`src/rtl/fp_fadd_fsub_core.sv`:
```
// fp_fadd_fsub_core
// -----------------------------------------------------------------------------
// IEEE-754 binary32 adder/subtractor for the FADD/FSUB reservation station.
// Rounding is round-to-nearest-even. Denormal inputs and tiny results are
// flushed to zero, and every NaN result is the canonical quiet NaN 0x7FC00000.
//
// Ports:
//   aclk                    clock, used only by the optional output register
//   reset                   synchronous active-high reset of that register
//   s_axis_a_tdata [31:0]   operand A
//   s_axis_b_tdata [31:0]   operand B
//   s_axis_operation_tdata  0 = A+B, 1 = A-B
//   m_axis_result_tdata     binary32 result
//
// Configuration macro: FADD_FSUB_OUTPUT_REG_EN
//   undefined : the result is combinational and appears in the same cycle as
//               the operands (latency 0).
//   defined   : one output register is added (latency 1, throughput 1 per
//               cycle). Reset clears it to 0x00000000.
//
// Handshake: there is no valid/ready. The core computes on every cycle, and
// the caller decides which cycle's result it consumes.
// -----------------------------------------------------------------------------
module fp_fadd_fsub_core (
  input  logic        aclk,
  input  logic        reset,
  input  logic [31:0] s_axis_a_tdata,
  input  logic [31:0] s_axis_b_tdata,
  input  logic        s_axis_operation_tdata,
  output logic [31:0] m_axis_result_tdata
);

  localparam logic [31:0] QNAN = 32'h7FC00000;

  // Field unpack. Subtraction is an add with B's sign flipped.
  logic        sign_a, sign_b;
  logic [7:0]  exp_a, exp_b;
  logic [22:0] man_a, man_b;
  assign sign_a = s_axis_a_tdata[31];
  assign sign_b = s_axis_b_tdata[31] ^ s_axis_operation_tdata;
  assign exp_a  = s_axis_a_tdata[30:23];
  assign exp_b  = s_axis_b_tdata[30:23];
  assign man_a  = s_axis_a_tdata[22:0];
  assign man_b  = s_axis_b_tdata[22:0];

  logic a_zero, b_zero, a_inf, b_inf, a_nan, b_nan;
  assign a_zero = (exp_a == 8'd0);  // exp=0 (including denormals) counts as zero
  assign b_zero = (exp_b == 8'd0);
  assign a_inf  = (exp_a == 8'hFF) && (man_a == 23'd0);
  assign b_inf  = (exp_b == 8'hFF) && (man_b == 23'd0);
  assign a_nan  = (exp_a == 8'hFF) && (man_a != 23'd0);
  assign b_nan  = (exp_b == 8'hFF) && (man_b != 23'd0);

  // Swap so that the operand with the larger magnitude is called "l".
  logic        b_larger;
  logic        sign_l, sign_s;
  logic [7:0]  exp_l, exp_s;
  logic [22:0] man_l, man_s;
  assign b_larger = ({exp_b, man_b} > {exp_a, man_a});
  assign sign_l   = b_larger ? sign_b : sign_a;
  assign sign_s   = b_larger ? sign_a : sign_b;
  assign exp_l    = b_larger ? exp_b  : exp_a;
  assign exp_s    = b_larger ? exp_a  : exp_b;
  assign man_l    = b_larger ? man_b  : man_a;
  assign man_s    = b_larger ? man_a  : man_b;

  // Each significand is {hidden, 23 fraction, guard, round, sticky}.
  logic [26:0] ext_l, ext_s;
  assign ext_l = {1'b1, man_l, 3'b000};
  assign ext_s = {1'b1, man_s, 3'b000};

  // Align the smaller operand. A shift of 27 or more leaves only the sticky
  // bit, so the shift amount is clamped there. The lower half of the
  // double-width shift holds the bits that were shifted out.
  logic [7:0]  exp_diff;
  logic [4:0]  shamt;
  logic [53:0] align_full;
  logic [26:0] aligned_s;
  assign exp_diff   = exp_l - exp_s;
  assign shamt      = (exp_diff > 8'd26) ? 5'd27 : exp_diff[4:0];
  assign align_full = {ext_s, 27'd0} >> shamt;
  assign aligned_s  = {align_full[53:28], align_full[27] | (|align_full[26:0])};

  logic        eff_sub;
  logic [27:0] sum;
  assign eff_sub = sign_l ^ sign_s;
  assign sum     = eff_sub ? ({1'b0, ext_l} - {1'b0, aligned_s})
                           : ({1'b0, ext_l} + {1'b0, aligned_s});

  function automatic logic [4:0] lzc27(input logic [26:0] v);
    logic [4:0] n;
    logic       found;
    n     = 5'd27;
    found = 1'b0;
    for (int i = 26; i >= 0; i--) begin
      if (!found && v[i]) begin
        n     = 5'(26 - i);
        found = 1'b1;
      end
    end
    return n;
  endfunction

  // Normalize the sum. On a carry-out, shift right by one and keep the
  // dropped bit in sticky. After cancellation, shift left by the
  // leading-zero count.
  logic [4:0]        lz;
  logic [26:0]       norm;
  logic signed [9:0] exp_norm;
  always_comb begin
    lz = lzc27(sum[26:0]);
    if (sum[27]) begin
      norm     = {sum[27:2], sum[1] | sum[0]};
      exp_norm = $signed({2'b00, exp_l}) + 10'sd1;
    end else begin
      norm     = sum[26:0] << lz;
      exp_norm = $signed({2'b00, exp_l}) - $signed({5'd0, lz});
    end
  end

  // Round to nearest, ties to even.
  logic [23:0]       sig_pre;
  logic              round_up;
  logic [24:0]       sig_rnd;
  logic [22:0]       man_res;
  logic signed [9:0] exp_res;
  assign sig_pre  = norm[26:3];
  assign round_up = norm[2] & (norm[1] | norm[0] | sig_pre[0]);
  assign sig_rnd  = {1'b0, sig_pre} + 25'(round_up);

  always_comb begin
    if (sig_rnd[24]) begin
      // Rounding carried out to 10.000...: renormalize.
      man_res = sig_rnd[23:1];
      exp_res = exp_norm + 10'sd1;
    end else begin
      man_res = sig_rnd[22:0];
      exp_res = exp_norm;
    end
  end

  logic [31:0] result_comb;
  always_comb begin
    result_comb = 32'd0;
    if (a_nan || b_nan) begin
      result_comb = QNAN;
    end else if (a_inf && b_inf) begin
      result_comb = (sign_a != sign_b) ? QNAN : {sign_a, 8'hFF, 23'd0};
    end else if (a_inf) begin
      result_comb = {sign_a, 8'hFF, 23'd0};
    end else if (b_inf) begin
      result_comb = {sign_b, 8'hFF, 23'd0};
    end else if (a_zero && b_zero) begin
      // The result is -0 only when both zeros are negative.
      result_comb = {sign_a & sign_b, 31'd0};
    end else if (a_zero) begin
      result_comb = {sign_b, exp_b, man_b};
    end else if (b_zero) begin
      result_comb = {sign_a, exp_a, man_a};
    end else if (sum == 28'd0) begin
      result_comb = 32'd0;  // exact cancellation gives +0
    end else if (exp_res >= 10'sd255) begin
      result_comb = {sign_l, 8'hFF, 23'd0};
    end else if (exp_res <= 10'sd0) begin
      result_comb = {sign_l, 31'd0};  // flushed to zero
    end else begin
      result_comb = {sign_l, exp_res[7:0], man_res};
    end
  end

`ifdef FADD_FSUB_OUTPUT_REG_EN
  logic [31:0] result_q;
  always_ff @(posedge aclk) begin
    if (reset) result_q <= 32'd0;
    else       result_q <= result_comb;
  end
  assign m_axis_result_tdata = result_q;
`else
  // The clock and reset only feed the optional register.
  logic unused_clk_rst;
  assign unused_clk_rst = aclk ^ reset;
  assign m_axis_result_tdata = result_comb;
`endif

endmodule

```
`config.mk`:
```
export PLATFORM = sky130hd
export DESIGN_NAME = fp_fadd_fsub_core
export DESIGN_NICKNAME = d
export VERILOG_FILES = /design/src/rtl/fp_fadd_fsub_core.sv
export SDC_FILE = /design/constraint.sdc
export NUM_CORES = 1
export LEC_CHECK = 0
export ABC_AREA = 1
export CORE_ASPECT_RATIO = 0.9
export CORE_UTILIZATION = 65
export DETAILED_ROUTE_END_ITERATION = 10
export PLACE_DENSITY = 0.9
export SLEW_MARGIN = 20
export SYNTH_ARGS = -nofsm -noshare
export SYNTH_HDL_FRONTEND = slang
export SYNTH_SLANG_ARGS = --single-unit
```
`constraint.sdc`:
```
create_clock -name vclk -period 26.9
set_clock_uncertainty 0.2 [all_clocks]
set_input_delay 5.38 -clock vclk [all_inputs]
set_output_delay 5.38 -clock vclk [all_outputs]
set_load 0.1 [all_outputs]
```
==> Word level (Yosys, flattened, before mapping) <==
Index checks and enable logic that the tools add are counted.
{ "classes": {"n_addsub": 7, "order_cmp": 4, "eq_ne": 3, "n_shift": 2, "muxes": 76, "n_bitwise": 8, "n_reduce_logical": 67} }
{ "ops": {"columns": ["cell", "n"], "rows": [
  ["$mux W32", 9],
  ["$mux W5", 28],
  ["$mux W23", 3],
  ["$mux W31", 2],
  ["$shr A54 B5 Y54", 1],
  ["$logic_not A23 Y1", 2],
  ["$reduce_bool A23 Y1", 2],
  ["$logic_and A1 B1 Y1", 32],
  ["$gt A31 B31 Y1", 1],
  ["$add A27 B27 Y28", 1],
  ["$logic_not A28 Y1", 1],
  ["$mux W1", 28],
  ["$mux W28", 1],
  ["$sub A27 B27 Y28", 1],
  ["$mux W27", 1],
  ["$reduce_or A27 Y1", 1],
  ["$shl A27 B5 Y27", 1],
  ["$logic_not A1 Y1", 26],
  ["$add A24 B1 Y25", 1],
  ["$mux W10", 2],
  ["$eq A8 B8 Y1 const B", 2],
  ["$logic_not A8 Y1", 2],
  ["$mux W8", 2],
  ["$add A10 B2 Y10 const B", 1],
  ["other kinds (11)", 16]
]} }
{ "totals": {"regBits": 0, "wordCells": 167} }

==> Depth between registers and ports, before layout <==
Gate-level depths: netlist of the first run.
{ "logic_depth": {"ltp_word": 107, "depth_mapped": 104, "depth_no_buf": 103} }

==> Worst setup path before layout of the first run <==
OpenSTA, ideal clock, no wires.
{ "synth_path": {"path_type": "input port to output port", "startpoint": "in s_axis_a_tdata[26]", "endpoint": "out m_axis_result_tdata[3]", "arrival_time_ns": 17.174, "setup_slack_ns": 4.146, "path_stages": 94, "n_path_buf": 3, "cell_sequence": "inv_1 -> ha_1 -> nand2_2 -> nor2_2 -> nand2_1 -> nor2_1 -> nand2_1 -> nand2_1 -> nor2_2 -> nand2_4 -> nand2_8 -> nand2_2 -> nand3_4 -> ha_1 -> inv_1 -> o211ai_1 -> nand3_1 -> nand2_4 -> [58 not listed] -> nand2_1 -> o21ai_0 -> inv_1 -> nor2_1 -> nand2_1 -> nor3_1 -> xor2_1 -> nand4_1 -> nand2_1 -> inv_1 -> nand2_1 -> nor2_4 -> nand2_2 -> nand2_4 -> nand2_8 -> buf_8 -> nand3b_2 -> a21oi_1"} }
{ "synth_between": {"elab_chain_cells": 107, "word_cells_on_any_way": 155} }
{ "synth_lines": {"columns": ["element", "line_no", "text"], "rows": [
  ["from (decl)", "27", "input logic [31:0] s_axis_a_tdata,"],
  ["$gt A31 B31 Y1", "59", "assign b_larger = ({exp_b, man_b} > {exp_a, man_a});"],
  ["$mux W8, on equally long branches", "62, 63", null],
  ["$sub A8 B8 Y8", "79", "assign exp_diff = exp_l - exp_s;"],
  ["$gt A8 B5 Y1", "80", "assign shamt = (exp_diff > 8'd26) ? 5'd27 : exp_diff[4:0];"],
  ["$mux W5", "80", null],
  ["$shr A54 B5 Y54", "81", "assign align_full = {ext_s, 27'd0} >> shamt;"],
  ["$reduce_or A27 Y1", "82", "assign aligned_s = {align_full[53:28], align_full[27] | (|align_full[26:0])};"],
  ["$or A1 B1 Y1", "82", null],
  ["[91 not listed]", null, null],
  ["$mux W32", "160", "end else if (sum == 28'd0) begin"],
  ["$mux W32", "158", "end else if (b_zero) begin"],
  ["$mux W32", "156", "end else if (a_zero) begin"],
  ["$mux W32", "153", "end else if (a_zero && b_zero) begin"],
  ["$mux W32", "151", "end else if (b_inf) begin"],
  ["$mux W32", "149", "end else if (a_inf) begin"],
  ["$mux W32", "147", "end else if (a_inf && b_inf) begin"],
  ["$mux W32 *", "145", "if (a_nan || b_nan) begin"],
  ["to (decl)", "30", "output logic [31:0] m_axis_result_tdata"]
]} }
Mark *: on every way between the ends. The rest lies on a longest branch, timed or not.

==> Final worst setup path of the first run <==
{ "layout_path": {"startpoint": "in s_axis_a_tdata[23]", "endpoint": "out m_axis_result_tdata[28]"} }
The elaborated chain is that of the path after synthesis.

==> results of run 1 <==
[stage by stage]
| stage | cell area, sq um | hold slack [ns] | util (%) | setup WS (ns) | total power [W] |
|---|---|---|---|---|---|
| floorplan | 12300 | 10.94 | - | 4.15 | 0.000855 |
| global placement | 13200 | 11.51 | 71.6 | 1.94 | 0.00110 |
| detailed placement | 13200 | 11.53 | 71.6 | 1.61 | 0.00111 |
| CTS | 13200 | 11.53 | 71.6 | 1.55 | 0.00111 |
| global route | 13300 | 11.58 | 71.8 | 0.142 | 0.00122 |
| finish | 13300 | 11.54 | 71.8 | 1.21 | 0.00116 |
[critical path: cells and delay by family]
family                   cells  cell delay (ns)
AO/OA/AOI/OAI               15             2.30
buffers and inverters       11             2.49
adder cells (fa/ha/maj)      4             1.12
AND/OR/NAND/NOR             64             8.75
[where the power goes]
| group | internal [W] | leakage, nW | switching [W] |
|---|---|---|---|
| clock network | 0 | 0 | 0 |
| registers | 0 | 0 | 0 |
| logic | 0.000306 | 6.85 | 0.000852 |
[layout make-up]
| class | instances | area share, % |
|---|---|---|
| multi-input combinational | 1859 | 79.2 |
| timing repair buffer | 150 | 10.0 |
| inverter | 291 | 8.45 |
| tap | 245 | 2.31 |
[how the worst min path moves through the flow]
stage                            start                      end  depth (start not counted)
floorplan           s_axis_b_tdata[12]  m_axis_result_tdata[12]                          2
global placement    s_axis_b_tdata[30]  m_axis_result_tdata[30]                          6
detailed placement  s_axis_b_tdata[30]  m_axis_result_tdata[30]                          6
CTS                 s_axis_b_tdata[30]  m_axis_result_tdata[30]                          6
global route         s_axis_a_tdata[3]   m_axis_result_tdata[3]                          4
finish              s_axis_b_tdata[30]  m_axis_result_tdata[30]                          6
[timing repair]
| action | 4_1_cts | 5_1_grt |
|---|---|---|
| endpoints found under the setup margin | 0 | 14 |
| hold buffers | 0 | 0 |
| setup buffers | 0 | 0 |
[cells by family (layout without fill, tap and decap cells)]
logic type / after synthesis / count (layout) / share of synthesized area (%)
compound gates: 342 / 342 / 16.0
xor+xnor: 50 / 50 / 3.83
fa+ha+maj: 91 / 91 / 9.36
buf+inv: 387 / 441 / 15.1
mux: 1 / 1 / 0.0812
simple gates: 1372 / 1375 / 55.6
[per-layer routing]
layer  vias to the layer above  routed length [microns]  track usage (%)
met3                       256                     6900             13.5
met5                         -                        0                0
met2                      1130                    19600             70.4
met1                      7268                    18000             58.8
li1                       7592                        -                -
met4                         0                     3040             23.9
[placed cells by master, fill, tap and decap left out, drive strengths merged, types with 2 or more instances in the layout]
cell | netlist | routed
o41ai | 5 | 5
o21bai | 9 | 9
o211ai | 6 | 6
nand3 | 434 | 435
buf | 57 | 84
nor4 | 18 | 18
nor2 | 178 | 179
xnor2 | 14 | 14
nand4 | 46 | 46
nand2 | 651 | 652
nor3 | 27 | 27
a22oi | 4 | 4
clkinv | 7 | 7
o21a | 4 | 4
inv | 283 | 283
o31ai | 5 | 5
o22ai | 4 | 4
xor2 | 36 | 36
a21oi | 140 | 140
ha | 89 | 89
a221oi | 3 | 3
clkdlybuf4s50 | 0 | 66
fa | 2 | 2
a211oi | 3 | 3
nand3b | 10 | 10
a31oi | 6 | 6
or2 | 4 | 4
and2 | 2 | 2
o21ai | 143 | 143
o2111ai | 3 | 3
==> reports/qor.yml, run 1 <==
status: "finished, final reports clean"
worst_path_max_delay_cell: "clkdlybuf4s50_1"
crit_top_cell: "nand2_1"
grtUsageTotal_pct: 46.2
grt_overflow: 0
vias: 16200
num-clock-buffers: 0
crit_start: "s_axis_a_tdata[23]"
drt_first_pass_iters: 11
regArea_sq_um: 0
multi_input_area_sq_um: 10500
synth_area_leaders: "nand2_1 18%, nand3_1 16%, ha_1 9.0%, inv_1 8.2%, a21oi_1 5.2%"
fp.dieH_microns: 133
setup_tns_ns: 0
setup_viol: 0
fin_cells: 2545
core_area_sq_um: 18500
fin_crit_sh_pct: 95.5
dieArea_sq_um: 19500
crit_fanout: 50
dpl.hpwl_microns: 38600
synth.most_common_cell: "nand2_1"
synth_top_area_share_pct: 18.1
fin_crit_ns: 25.69
syn_inst: 2243
yosysSeqAreaShare_pct: 0
drv_cap: 0
critPathCapture: "m_axis_result_tdata[28]"
ctsResizeCount: 0
peakVddDrop_uv: 133
max_slew_margin_pct: 31.1
nets: 2460
place.gp.congestion: 1.14
die_w_microns: 147
rows: 47
nFlopsAndLatches: 0
start_kind: "input port"
diodes: 0
crit_required_ns: 21.32
antenna_found_initial: 0
layout-drive-gt1-share_pct: 12.1
ys_types: 78
yosys_warnings: 0
max_freq_ghz: 0.0389
hold_violations: 0
dp_cells: 2542
grt_max_degree: 100
cp.arrival_ns: 20.11
drtIter0Drc: 2364
synth_common_cells: "595 x nand2_1, 392 x nand3_1, 268 x inv_1"
port_buffers: 97
initial_core_util_pct: 66.8
critPathMaxStageDelay_ns: 0.61
powerDensity_nw_per_um2: 87.3
drc: 0
synth_nets: 2401
avgSynthCellArea_sq_um: 5.50
synth_top_cell_by_area: "nand2_1"
io_pins: 99
rsz0062_at_grt: "false"
wl_per_cell_microns: 18.6
slew_violations: 0
tightest_slew_ns: 1.03
grt_pass1_wl_microns: 72900
fillers: 1740
leakage_nw: 6.85
hold_class: "in2out"
routed_wl_microns: 47500
path_class: "in2out"
synth.cell_area_sq_um: 12300
endpoint_kind: "output pin"
ant_nets: 0
viasPerCell: 6.38
area_growth_pct: 7.55
grt_pass1_vias: 14500
Note: power is estimated with default switching activity, not from simulation.
==> run 2: changes to the inputs <==
--- a/config.mk
+++ b/config.mk
@@ -7,9 +7,10 @@
 export LEC_CHECK = 0
 export ABC_AREA = 1
 export CORE_ASPECT_RATIO = 0.9
-export CORE_UTILIZATION = 65
+export CORE_UTILIZATION = 50
 export DETAILED_ROUTE_END_ITERATION = 10
-export PLACE_DENSITY = 0.9
+export GPL_ROUTABILITY_DRIVEN = 1
+export PLACE_DENSITY = 0.72
 export SLEW_MARGIN = 20
 export SYNTH_ARGS = -nofsm -noshare
 export SYNTH_HDL_FRONTEND = slang
==> run 2 against run 1 <==
Sequential share of layout area stayed put. Via count is 3.8% lower. Die area is 30% higher. Hold slack worse by 0.0023 ns. Critical path depth is 2 lower. Power is 1.7% higher. Final area is 2.2% higher. Sequential cell count stayed put. Utilization is 16 points lower. Setup slack better by 0.044 ns. Final cell count is 3.8% higher. Routed wire length is 7.4% higher. Critical path type unchanged.
==> reports/qor.yml, run 2 (synthesized netlist as in run 1, its figures left out) <==
core_area_sq_um: 24200  # +31%
status: "finished, final reports clean"
cp.arrival_ns: 20.07  # -0.04 ns
regArea_sq_um: 0  # unchanged
tightest_slew_ns: 1.08  # +0.0497 ns
peakVddDrop_uv: 142  # +7.0%
io_pins: 99  # unchanged
antenna_found_initial: 2  # +2
fin_crit_sh_pct: 95.3  # -0.16 points
dieArea_sq_um: 25300  # +30%
fin_total_pwr_w: 0.00118  # +1.7%
drtIter0Drc: 1910  # -19%
grt_max_degree: 100  # unchanged
routed_wl_microns: 51000  # +7.4%
critPathMaxStageDelay_ns: 0.62  # about the same
max_slew_margin_pct: 27.2  # -3.8 points
start_kind: "input port"
initial_core_util_pct: 51.0  # -16 points
endpoint_kind: "output pin"
wl_per_cell_microns: 19.3  # +3.5%
viasPerCell: 5.92  # -7.3%
slew_violations: 0  # unchanged
rsz0062_at_grt: "false"
hold_violations: 0  # unchanged
powerDensity_nw_per_um2: 86.9  # -0.51%
drt_first_pass_iters: 6  # -5
crit_top_cell: "nand2_1"
grtUsageTotal_pct: 38.7  # -7.5 points
final_cell_mix: "595 x nand2_1, 392 x nand3_1, 268 x inv_1"
dpl.hpwl_microns: 42300  # +9.5%
mostFrequentLayoutCell: "nand2_1"
hold_class: "in2out"
drc: 0  # unchanged
rows: 54  # +15%
nFlopsAndLatches: 0  # unchanged
place.gp.congestion: 1.04  # -8.4%
nets: 2492  # +1.3%
die_w_microns: 168  # +14%
fp.dieH_microns: 151  # +14%
path_class: "in2out"
grt_pass1_vias: 13900  # -4.4%
area_growth_pct: 9.96
multi_input_area_sq_um: 10500  # -0.26%
leakage_nw: 7.00  # +2.3%
drv_cap: 0  # unchanged
grt_pass1_wl_microns: 76500  # +4.9%
fin_crit_ns: 25.65  # -0.0435 ns
fillers: 2670  # +53%
crit_required_ns: 21.32  # about the same
cts_setup_buffers: 0  # unchanged
ant_nets: 0  # unchanged
ctsResizeCount: 0  # unchanged
worst_path_max_delay_cell: "clkdlybuf4s50_1"
vias: 15600  # -3.8%
port_buffers: 97  # unchanged
max_freq_ghz: 0.0390  # +0.17%
crit_fanout: 99  # +98%
grt_overflow: 0  # unchanged
postCtsHoldBufs: 0  # unchanged
num-clock-buffers: 0  # unchanged
setup_viol: 0  # unchanged
setup_tns_ns: 0  # unchanged
layout-drive-gt1-share_pct: 13.3  # +1.2 points
## run 2: changes by cell type in the layout (fill, tap and decap cells not counted)
cell     previous run  this run
nand3_2            32        31
nand2_4             8         7
buf_12              3         2
nor4_2              1         0
buf_4              81       116
diode_2             0         1
nor4_1             17        18
## run 2: worst paths after layout
check                           from                       to  slack [ns]  depth (start not counted)
setup / recovery  s_axis_a_tdata[23]  m_axis_result_tdata[15]        1.25                         92
hold / removal     s_axis_b_tdata[0]   m_axis_result_tdata[0]       11.53                          4
## run 2: worst max-delay path, delay by kind of cell
| kind | cells | cell delay (ns) |
|---|---|---|
| simple gates | 60 | 8.00 |
| buf+inv | 13 | 2.74 |
| compound gates | 16 | 2.65 |
| fa+ha+maj | 3 | 1.09 |
## run 2: through the flow
step / util [%] / setup WS, ns / cells / area, sq um / hold WS [ns]
final: 56.0 / 1.25 / 2641 / 13600 / 11.53
after global routing: 56.0 / 0.0222 / 2640 / 13600 / 11.54
after CTS: 56.0 / 1.62 / 2639 / 13500 / 11.52
after detailed placement: 56.0 / 1.66 / 2639 / 13500 / 11.51
after global placement: 56.0 / 1.91 / 2639 / 13500 / 11.53
after floorplan: - / 4.15 / 2243 / 12300 / 10.94
## run 2: power by group
part | switching, W | internal, W | total, W
combinational | 0.000858 | 0.000320 | 0.00118
clock | 0 | 0.00000000000497 | 0.00000000000498
sequential | 0 | 0 | 0
## run 2: cell type report
type / instances / share of cell area [%]
Multi-Input combinational cell: 1857 / 77.3
Timing Repair Buffer: 184 / 11.6
Inverter: 291 / 8.26
Tap cell: 308 / 2.84
Antenna cell: 1 / 0.0185
## run 2: layer usage
metal  up-vias  global-route usage (%)  wire [microns]
li1       7635                       -               -
met1      7088                    52.0           21600
met2       778                    63.4           22500
met3       122                    5.80            4930
met4         2                    12.8            1930
met5         -                       0              13
